--- src/rtl/fifo_burst_reader.sv ---
// Drain stage for fifo_mem: pulls threshold-triggered bursts (or timeout single-beat
// flushes) out of the FIFO and presents them on a valid/ready stream with a last marker.
module fifo_burst_reader #(
    parameter int DATA_WIDTH = 16,
    parameter int BURST_LEN  = 8,
    parameter int TIMEOUT    = 32,
    parameter int CNT_WIDTH  = 8
) (
    input  logic                  clk,
    input  logic                  rst_n,
    output logic                  fifo_rd,
    input  logic [DATA_WIDTH-1:0] fifo_data,
    input  logic                  fifo_empty,
    input  logic                  fifo_threshold,
    output logic                  m_valid,
    input  logic                  m_ready,
    output logic [DATA_WIDTH-1:0] m_data,
    output logic                  m_last,
    output logic                  busy,
    output logic                  burst_done,
    output logic [CNT_WIDTH-1:0]  burst_count,
    output logic                  err_underrun
);

    localparam int ISS_W = $clog2(BURST_LEN + 1);
    localparam int TMR_W = $clog2(TIMEOUT + 1);
    localparam logic [ISS_W-1:0] BURST_LEN_V  = ISS_W'(BURST_LEN);
    localparam logic [ISS_W-1:0] BURST_LAST_V = ISS_W'(BURST_LEN - 1);
    localparam logic [TMR_W-1:0] TMR_LAST_V   = TMR_W'(TIMEOUT - 1);

    typedef enum logic [1:0] {IDLE, BURST, SINGLE, WAIT_DONE} state_t;

    state_t                state_q, state_d;
    logic [ISS_W-1:0]      issue_cnt_q, issue_cnt_d;
    logic [TMR_W-1:0]      idle_timer_q, idle_timer_d;
    logic                  inflight_q, inflight_d;
    logic                  inflight_last_q, inflight_last_d;
    logic [DATA_WIDTH-1:0] buf_data_q [2];
    logic [DATA_WIDTH-1:0] buf_data_d [2];
    logic [1:0]            buf_last_q, buf_last_d;
    logic [1:0]            buf_wr;
    logic                  head_q, head_d;
    logic [1:0]            occ_q, occ_d;
    logic [CNT_WIDTH-1:0]  burst_count_q, burst_count_d;
    logic                  err_q, err_d;

    logic       reading;
    logic       owed;
    logic       pop;
    logic       accept_last;
    logic       rd_last;
    logic       tail;
    logic [1:0] pending;

    assign m_valid      = (occ_q != 2'd0);
    assign m_data       = buf_data_q[head_q];
    assign m_last       = buf_last_q[head_q];
    assign pop          = m_valid & m_ready;
    assign accept_last  = pop & m_last;
    assign burst_done   = accept_last;
    assign busy         = (state_q != IDLE) || (occ_q != 2'd0);
    assign burst_count  = burst_count_q;
    assign err_underrun = err_q;

    // Read issue: never let buffered + in-flight words exceed the 2-entry buffer.
    always_comb begin
        reading = (state_q == BURST) || (state_q == SINGLE);
        owed    = 1'b0;
        case (state_q)
            BURST:   owed = (issue_cnt_q < BURST_LEN_V);
            SINGLE:  owed = (issue_cnt_q == '0);
            default: owed = 1'b0;
        endcase
        pending = occ_q + {1'b0, inflight_q} - {1'b0, pop};
        fifo_rd = reading & owed & ~fifo_empty & (pending < 2'd2);
        rd_last = (state_q == SINGLE) || (issue_cnt_q == BURST_LAST_V);
    end

    always_comb begin
        state_d      = state_q;
        issue_cnt_d  = issue_cnt_q;
        idle_timer_d = '0;
        case (state_q)
            IDLE: begin
                issue_cnt_d = '0;
                if (fifo_threshold) begin
                    state_d = BURST;
                end else if (!fifo_empty && idle_timer_q == TMR_LAST_V) begin
                    state_d = SINGLE;
                end else if (!fifo_empty) begin
                    idle_timer_d = idle_timer_q + 1'b1;
                end
            end
            BURST: begin
                if (fifo_rd) begin
                    issue_cnt_d = issue_cnt_q + 1'b1;
                    if (issue_cnt_q == BURST_LAST_V) begin
                        state_d = WAIT_DONE;
                    end
                end
            end
            SINGLE: begin
                if (fifo_rd) begin
                    issue_cnt_d = issue_cnt_q + 1'b1;
                    state_d     = WAIT_DONE;
                end
            end
            WAIT_DONE: begin
                if (accept_last) begin
                    state_d = IDLE;
                end
            end
            default: state_d = IDLE;
        endcase
    end

    // Captured word lands behind the head; occ <= 1 whenever a capture is due.
    assign tail            = head_q ^ occ_q[0];
    assign inflight_d      = fifo_rd;
    assign inflight_last_d = fifo_rd & rd_last;
    assign head_d          = head_q ^ pop;
    assign occ_d           = occ_q + {1'b0, inflight_q} - {1'b0, pop};
    assign burst_count_d   = burst_count_q + CNT_WIDTH'(accept_last);
    assign err_d           = err_q | (reading & owed & fifo_empty);

    generate
        for (genvar gi = 0; gi < 2; gi++) begin : g_slot
            assign buf_wr[gi]     = inflight_q & (tail == 1'(gi));
            assign buf_data_d[gi] = buf_wr[gi] ? fifo_data : buf_data_q[gi];
            assign buf_last_d[gi] = buf_wr[gi] ? inflight_last_q : buf_last_q[gi];
        end
    endgenerate

    always_ff @(posedge clk or negedge rst_n) begin
        if (!rst_n) begin
            state_q         <= IDLE;
            issue_cnt_q     <= '0;
            idle_timer_q    <= '0;
            inflight_q      <= 1'b0;
            inflight_last_q <= 1'b0;
            for (int i = 0; i < 2; i++) begin
                buf_data_q[i] <= '0;
            end
            buf_last_q      <= '0;
            head_q          <= 1'b0;
            occ_q           <= '0;
            burst_count_q   <= '0;
            err_q           <= 1'b0;
        end else begin
            state_q         <= state_d;
            issue_cnt_q     <= issue_cnt_d;
            idle_timer_q    <= idle_timer_d;
            inflight_q      <= inflight_d;
            inflight_last_q <= inflight_last_d;
            for (int i = 0; i < 2; i++) begin
                buf_data_q[i] <= buf_data_d[i];
            end
            buf_last_q      <= buf_last_d;
            head_q          <= head_d;
            occ_q           <= occ_d;
            burst_count_q   <= burst_count_d;
            err_q           <= err_d;
        end
    end

endmodule

--- config.mk ---
export PLATFORM = sky130hd
export DESIGN_NAME = fifo_burst_reader
export DESIGN_NICKNAME = d
export VERILOG_FILES = /design/src/rtl/fifo_burst_reader.sv
export SDC_FILE = /design/constraint.sdc
export NUM_CORES = 1
export LEC_CHECK = 0
export ABC_AREA = 1
export CAP_MARGIN = 5
export CORE_UTILIZATION = 49
export CTS_BUF_LIST = sky130_fd_sc_hd__clkbuf_4 sky130_fd_sc_hd__clkbuf_8
export CTS_CLUSTER_SIZE = 16
export DETAILED_ROUTE_END_ITERATION = 16
export PLACE_DENSITY_LB_ADDON = 0.1
export SYNTH_ARGS = -nofsm -noshare
export SYNTH_HDL_FRONTEND = slang
export SYNTH_SLANG_ARGS = --single-unit
--- constraint.sdc ---
create_clock -name clk -period 1.8 [get_ports clk]
set_input_delay 0.27 -clock clk [delete_from_list [all_inputs] [get_ports clk]]
set_output_delay 0.27 -clock clk [all_outputs]
set_load 0.01 [all_outputs]
==> results.sh, run 1 <==
export IMPL_outcome="finished with violations"
export IMPL_violations="negative setup slack"
export IMPL_synthAdderAreaFrac=0.0443
export IMPL_dr_pass1_iters=4
export IMPL_drtIter0Drc=122
export IMPL_fill_cells=441
export IMPL_worstPathCellList="inv_2, nand2_2, nand2_2, xor2_1, ha_2, nand3b_1, nand2_4, nor2_8, buf_6"
export IMPL_tightest_slew_ps=423
export IMPL_arrival_ps=1700
export IMPL_syn_area_sq_mm=0.00282
export IMPL_synth_compound_area_frac=0.0815
export IMPL_fp_row_count=27
export IMPL_hold_path_class="reg2reg"
export IMPL_synth_top_cells_by_count="dfrtp_1 (60), nand2_1 (52), o21ai_0 (39), inv_1 (37), nor2_1 (16)"
export IMPL_yosysMostFrequentCell="dfrtp_1"
export IMPL_final_area_sq_mm=0.00397
export IMPL_clock_skew_final_ps=5.79
export IMPL_io_buffers=50
export IMPL_cp_slowest_stage_delay_ps=380
export IMPL_cts_sinks=60
export IMPL_grt_pass1_wl_um=9490
export IMPL_maxSlewViolCount=0
export IMPL_die_w_um=77.9
export IMPL_max_cap_violations=0
export IMPL_synthCells=284
export IMPL_crit_slowest_cell="dfrtp_1"
export IMPL_synth_edff_count=0
export IMPL_antenna_found_initial=0
export IMPL_swShare=0.355
export IMPL_synthXorXnorAreaFrac=0.0368
export IMPL_ys_seq_elements=60
export IMPL_async_flop_share=1.00
export IMPL_numCtsBuffers=9
export IMPL_cp_common_cell="nand2_2"
export IMPL_synth_top_family_by_area="simple AND/OR/NAND/NOR gates"
export IMPL_worstSetupEndpointType="primary output"
export IMPL_place_hpwl_um=3610
export IMPL_antenna_cells=0
export IMPL_drt_total_wl_um=5710
export IMPL_syn_nets=315
export IMPL_syn_to_final_growth_pct=40.5
export IMPL_syn_area_per_cell_sq_um=9.94
export IMPL_muxShareOfSynthArea=0.0811
export IMPL_synthTopCellsByArea="dfrtp_1 (53%), o21ai_0 (6.9%), nand2_1 (6.9%), mux2_4 (5.3%), inv_1 (4.9%)"
export IMPL_gp_congestion=0.757
export IMPL_crit_path_start_kind="register"
export IMPL_first_global_vias=2141
export IMPL_drtAntennaViolNets=0
export IMPL_wire_per_inst_um=12.7
export IMPL_clkPwrFrac=0.179
export IMPL_cts_root_buf="clkbuf_8"
export IMPL_yosys_warnings=0
export IMPL_p_per_area_mw_per_mm2=1670
export IMPL_ys_seq_area_frac=0.532
export IMPL_drt_drc_violations_left=0
export IMPL_power_frac_seq=0.322
export IMPL_overflow=0
export IMPL_core_region_area_sq_mm=0.00554
export IMPL_p_sw_w=0.00236
export IMPL_setup_viol=5
export IMPL_grt_max_degree=61
export IMPL_num_vias=2159
export IMPL_finalWorstSetupSlack_ps=-172
export IMPL_final_hold_viol_count=0
export IMPL_die_y_um=77.9
export IMPL_clock_path_buffers=2
export IMPL_vdd_ir_drop_max_mv=0.851
export IMPL_worstSetupPathType="reg2out"
export IMPL_cp_max_fo=3
export IMPL_cts_tree="yes"
export IMPL_dieArea_sq_mm=0.00607
export IMPL_critPathRequiredTime_ps=1530
export IMPL_cts_htree_levels=3
export IMPL_power_internal_w=0.00428
export IMPL_rsz0062_at_grt="true"
export IMPL_ios=51
export IMPL_nNetsFinal=407
export IMPL_p_leak_nw=1.92
export IMPL_synth_largest_area_cell="dfrtp_1"
export IMPL_slew_headroom=0.717
export IMPL_combPwrFrac=0.499
export IMPL_min_period_ps=1970
export IMPL_synth_simple_gate_area_frac=0.161
export IMPL_yosys_area_top_type_share=0.532
export IMPL_worstSkewPairLatency_ps=330
export IMPL_period_share=1.10
export IMPL_fmax_mhz=507
export IMPL_viasPerCell=4.79
export IMPL_synth_cell_types=28
export IMPL_track_usage=0.204
export IMPL_place_area_sq_mm=0.00361
export IMPL_clkTransAtPathRegs_ps=60
export IMPL_drive_gt1_frac=0.293
export IMPL_power_w=0.00664
export IMPL_ys_dominant_reg_cell="dfrtp_1"
export IMPL_initial_core_util=0.510
[area by class of cell]
class                           instances  area, sq um  share of cell area
Sequential cell                        60         1500               0.379
Multi-Input combinational cell        179         1240               0.314
Timing Repair Buffer                   88          793               0.200
Clock buffer                           12          159              0.0401
Inverter                               38          143              0.0360
Tap cell                               72         90.1              0.0227
Clock inverter                          2         35.0             0.00883
[critical path: cells and delay by family (launching register included)]
family	cells	cell delay (ps)
flip-flops	1	380
buffers and inverters	2	190
AND/OR/NAND/NOR	5	450
XOR/XNOR	1	160
adder cells (fa/ha/maj)	1	190
[power groups by stage]
stage	Sequential, W	Combinational, W	Clock (W)
finish	0.00214	0.00331	0.00119
global route	0.00220	0.00366	0.00129
CTS	0.00212	0.00317	0.00122
detailed placement	0.00213	0.00320	0
global placement	0.00211	0.00315	0
floorplan	0.00213	0.00170	0
[cell usage in the layout, fill, tap and decap left out, types with 2 or more instances in the layout]
| cell | count |
|---|---|
| nand3_2 | 2 |
| dlygate4sd2_1 | 3 |
| inv_1 | 35 |
| xor2_1 | 6 |
| nand2_2 | 6 |
| inv_2 | 3 |
| clkdlybuf4s50_1 | 28 |
| o21ai_0 | 35 |
| ha_4 | 2 |
| buf_4 | 32 |
| clkdlybuf4s15_1 | 5 |
| ha_1 | 7 |
| clkbuf_8 | 11 |
| nand2_4 | 3 |
| xnor2_1 | 4 |
| buf_12 | 3 |
| clkbuf_2 | 10 |
| nor2_4 | 6 |
| nor2_1 | 14 |
| o21ai_1 | 3 |
| mux2_2 | 7 |
| nand3_1 | 10 |
| dfrtp_1 | 60 |
| mux2_4 | 10 |
| nand2_1 | 51 |
| buf_6 | 2 |
[stage by stage]
step | setup TNS [ps] | setup slack [ps] | hold slack (ps) | util | instances
after CTS | -491 | -205 | 462 | 0.701 | 447
after detailed placement | -3180 | -506 | 301 | 0.652 | 426
after floorplan | 0 | 12.9 | -25.6 | - | 284
after global placement | -2780 | -474 | 302 | 0.652 | 426
after global routing | -1030 | -284 | 493 | 0.716 | 451
final | -262 | -172 | 456 | 0.716 | 451
[per-layer routing]
layer	track usage	up-vias	wire length, um
met2	0.345	42	2750
met1	0.255	1021	2660
met5	0	-	0
li1	-	1085	-
met3	0.0329	11	199
met4	0.0944	0	102
[path summary, 6_finish.rpt]
| check | startpoint | end | slack, ps | depth (start not counted) |
|---|---|---|---|---|
| min reg2reg | idle_timer_q[0] | idle_timer_q[0] | 460 | 1 |
| min in group asynchronous | rst_n | buf_data_q[10] | 470 | 3 |
| max | occ_q[0] | fifo_rd | -170 | 9 |
| min | idle_timer_q[0] | idle_timer_q[0] | 460 | 1 |
| max in group asynchronous | rst_n | burst_count[6] | 1060 | 3 |
| max reg2reg | occ_q[0] | state_q[0] | -40 | 14 |
[kinds of logic (layout without fill, tap and decap cells)]
logic type               count (synthesis)  after routing
AO/OA/AOI/OAI                           44             44
XOR/XNOR                                11             11
adder cells (fa/ha/maj)                 10             10
buffers and inverters                   45            140
flip-flops                              60             60
multiplexers                            17             17
AND/OR/NAND/NOR                         97             97
[state kept, by name, summed over array words and instances, names as in the netlist]
signal           count
issue_cnt_q          4
inflight_last_q      1
err_underrun         1
inflight_q           1
burst_count          8
state_q              2
buf_last_q           2
occ_q                2
idle_timer_q         6
head_q               1
buf_data_q          32
[repair_timing]
| item | in CTS | in global routing |
|---|---|---|
| setup endpoints to repair | 26 | 28 |
| setup buffers | 6 | 4 |
| hold buffers | 1 | 0 |
| resized for setup | 40 | 47 |
| pin swaps | 4 | 8 |
| hold endpoints to repair | 60 | 0 |
| cloned | 0 | 1 |
No activity file was read; power rests on OpenSTA's default activity.
==> inputs of run 2 (changes only) <==
CORE_UTILIZATION = 50   (was 49)
clock period = 2.37 ns   (was 1.8 ns; I/O delays follow)
==> run 2 against run 1 <==
  * First-iteration DRC count down 48%
  * The flow now finishes without violations
  * Largest power group unchanged
  * Critical path type unchanged
  * Hold slack better by 5.1 ps
  * Count of clock-buffer cells in the layout unchanged
  * Combinational power down 35%
  * Critical path depth down 5
  * Sequential cell count unchanged
  * Clock power down 21%
  * Largest cell class unchanged
  * Utilization down 2.6 points
  * Final area down 8.3%
  * Sequential power down 23%
==> results.sh, run 2 (synthesis results as in run 1) <==
export IMPL_cp_top_family="buffers and inverters"
export IMPL_fp_row_count=26
export IMPL_dr_pass1_iters=4
export IMPL_setup_viol=0
export IMPL_worstSetupEndpointType="primary output"
export IMPL_drt_total_wl_um=5270
export IMPL_rsz0062_at_grt="false"
export IMPL_overflow=0
export IMPL_core_region_area_sq_mm=0.00527
export IMPL_busiest_layer="met2"
export IMPL_largest_reg_flops=32
export IMPL_period_share=0.948
export IMPL_antenna_found_initial=0
export IMPL_io_buffers=50
export IMPL_post_cts_buffers=0
export IMPL_p_per_area_mw_per_mm2=1300
export IMPL_worstSkewPairLatency_ps=340
export IMPL_grt_met3_usage=0.0738
export IMPL_worstPathCellList="inv_1, buf_8, o21ai_0, clkdlybuf4s50_1"
export IMPL_regArea_sq_mm=0.00150
export IMPL_use_met1=0.236
export IMPL_reg2reg_slack_ps=380
export IMPL_final_hold_viol_count=0
export IMPL_critPathRequiredTime_ps=2010
export IMPL_preCtsSetupSlack_ps=-114
export IMPL_min_period_ps=2250
export IMPL_antenna_cells=0
export IMPL_cts_root_buf="clkbuf_8"
export IMPL_min_to="idle_timer_q[0]"
export IMPL_worstRegToRegCells=14
export IMPL_gp_congestion=0.787
export IMPL_p_leak_nw=1.73
export IMPL_multiInputGateArea_sq_mm=0.00115
export IMPL_largest_register="buf_data_q"
export IMPL_cts_tree="yes"
export IMPL_final_cell_mix="dfrtp_1 (60), nand2_1 (52), clkdlybuf4s50_1 (48), o21ai_0 (38), inv_1 (37)"
export IMPL_drive_gt1_frac=0.166
export IMPL_drtIter0Drc=63
export IMPL_worstHoldStart="idle_timer_q[0]"
export IMPL_critPathBufInv=3
export IMPL_slew_headroom=0.545
export IMPL_outcome="complete, no violations"
export IMPL_timing_rr_start="occ_q[0]"
export IMPL_grt_pass1_wl_um=9140
export IMPL_hold_path_class="reg2reg"
export IMPL_crit_path_start_kind="register"
export IMPL_final_util=0.690
export IMPL_num_vias=2032
export IMPL_cts_htree_levels=3
export IMPL_dieArea_sq_mm=0.00595
export IMPL_viasPerCell=4.84
export IMPL_grt_max_degree=35
export IMPL_track_usage=0.202
export IMPL_final_area_sq_mm=0.00364
export IMPL_die_w_um=77.2
export IMPL_wire_per_inst_um=12.6
export IMPL_fill_cells=422
export IMPL_fmax_mhz=445
export IMPL_clock_skew_final_ps=8.11
export IMPL_crit_slowest_cell="clkdlybuf4s50_1"
export IMPL_nNetsFinal=376
export IMPL_grt_use_met2=0.337
export IMPL_numCtsBuffers=9
export IMPL_vdd_ir_drop_max_mv=0.847
export IMPL_arrival_ps=1890
export IMPL_drtAntennaViolNets=0
export IMPL_reg2reg_to="state_q[1]"
export IMPL_first_global_vias=2081
export IMPL_place_area_sq_mm=0.00342
export IMPL_finalWorstSetupSlack_ps=123
export IMPL_place_hpwl_um=3670
export IMPL_cp_max_fo=32
export IMPL_maxSlewViolCount=0
export IMPL_ios=51
export IMPL_initial_core_util=0.536
export IMPL_drt_drc_violations_left=0
export IMPL_final_common_cell="dfrtp_1"
export IMPL_max_cap_violations=0
export IMPL_cts_sinks=60
export IMPL_die_y_um=77.2
export IMPL_cp_slowest_stage_delay_ps=580
export IMPL_power_w=0.00473
export IMPL_tightest_slew_ps=680
export IMPL_clock_path_buffers=2
export IMPL_worstSetupPathType="reg2out"
export IMPL_syn_to_final_growth_pct=28.8
export IMPL_whs_path_depth=1
export IMPL_clkTransAtPathRegs_ps=60
[run 2: repair_timing]
item	in CTS	in global routing
setup endpoints to repair	1	17
resized for setup	1	6
hold buffers	1	0
hold endpoints to repair	11	0
[run 2: per-layer routing]
metal / vias to the layer above / part of all wire
met5: - / 0
met2: 43 / 0.48
met1: 959 / 0.46
met4: 0 / 0.015
met3: 9 / 0.045
li1: 1021 / -
[run 2: report_power, final]
group | leakage (nW) | switching [W] | internal, W | total, W
combinational | 0.874 | 0.00105 | 0.00110 | 0.00215
sequential | 0.749 | 0.000215 | 0.00142 | 0.00164
clock | 0.106 | 0.000395 | 0.000551 | 0.000946
[run 2: cell type report]
cell class	count	share of cell area
Inverter	38	0.0392
Clock buffer	12	0.0437
Clock inverter	4	0.0131
Timing Repair Buffer	57	0.152
Tap cell	70	0.0241
Sequential cell	60	0.413
Multi-Input combinational cell	179	0.315
[run 2: stage by stage]
stage	hold slack, ps	setup TNS (ps)	cells
6_report	461	0	420
5_1_grt	481	0	420
4_1_cts	460	0	420
3_5_place_dp	367	-114	403
3_3_place_gp	364	-106	403
2_1_floorplan	59.9	0	284
[run 2: worst register-to-register path, cell delays in order, from the launching register on]
cell	delay (ps)
dfrtp_1	410
inv_2	110
nand2_2	70
nand2_2	80
xor2_1	170
ha_2	210
nand3b_1	150
nand2_4	80
nor2_8	100
buf_4	170
nand2_2	50
nand2_1	100
nand2_2	70
nand2_1	50
nand2_1	50
[run 2: worst max-delay path by stage]
stage / startpoint / to / slack [ps] / cells past startpoint
5_1_grt: occ_q[0] / fifo_rd / 10 / 9
3_5_place_dp: m_ready / fifo_rd / -110 / 8
3_3_place_gp: m_ready / fifo_rd / -110 / 8
4_1_cts: occ_q[0] / fifo_rd / 30 / 9
2_1_floorplan: occ_q[0] / state_q[0] / 560 / 13
6_report: head_q / m_data[2] / 120 / 4
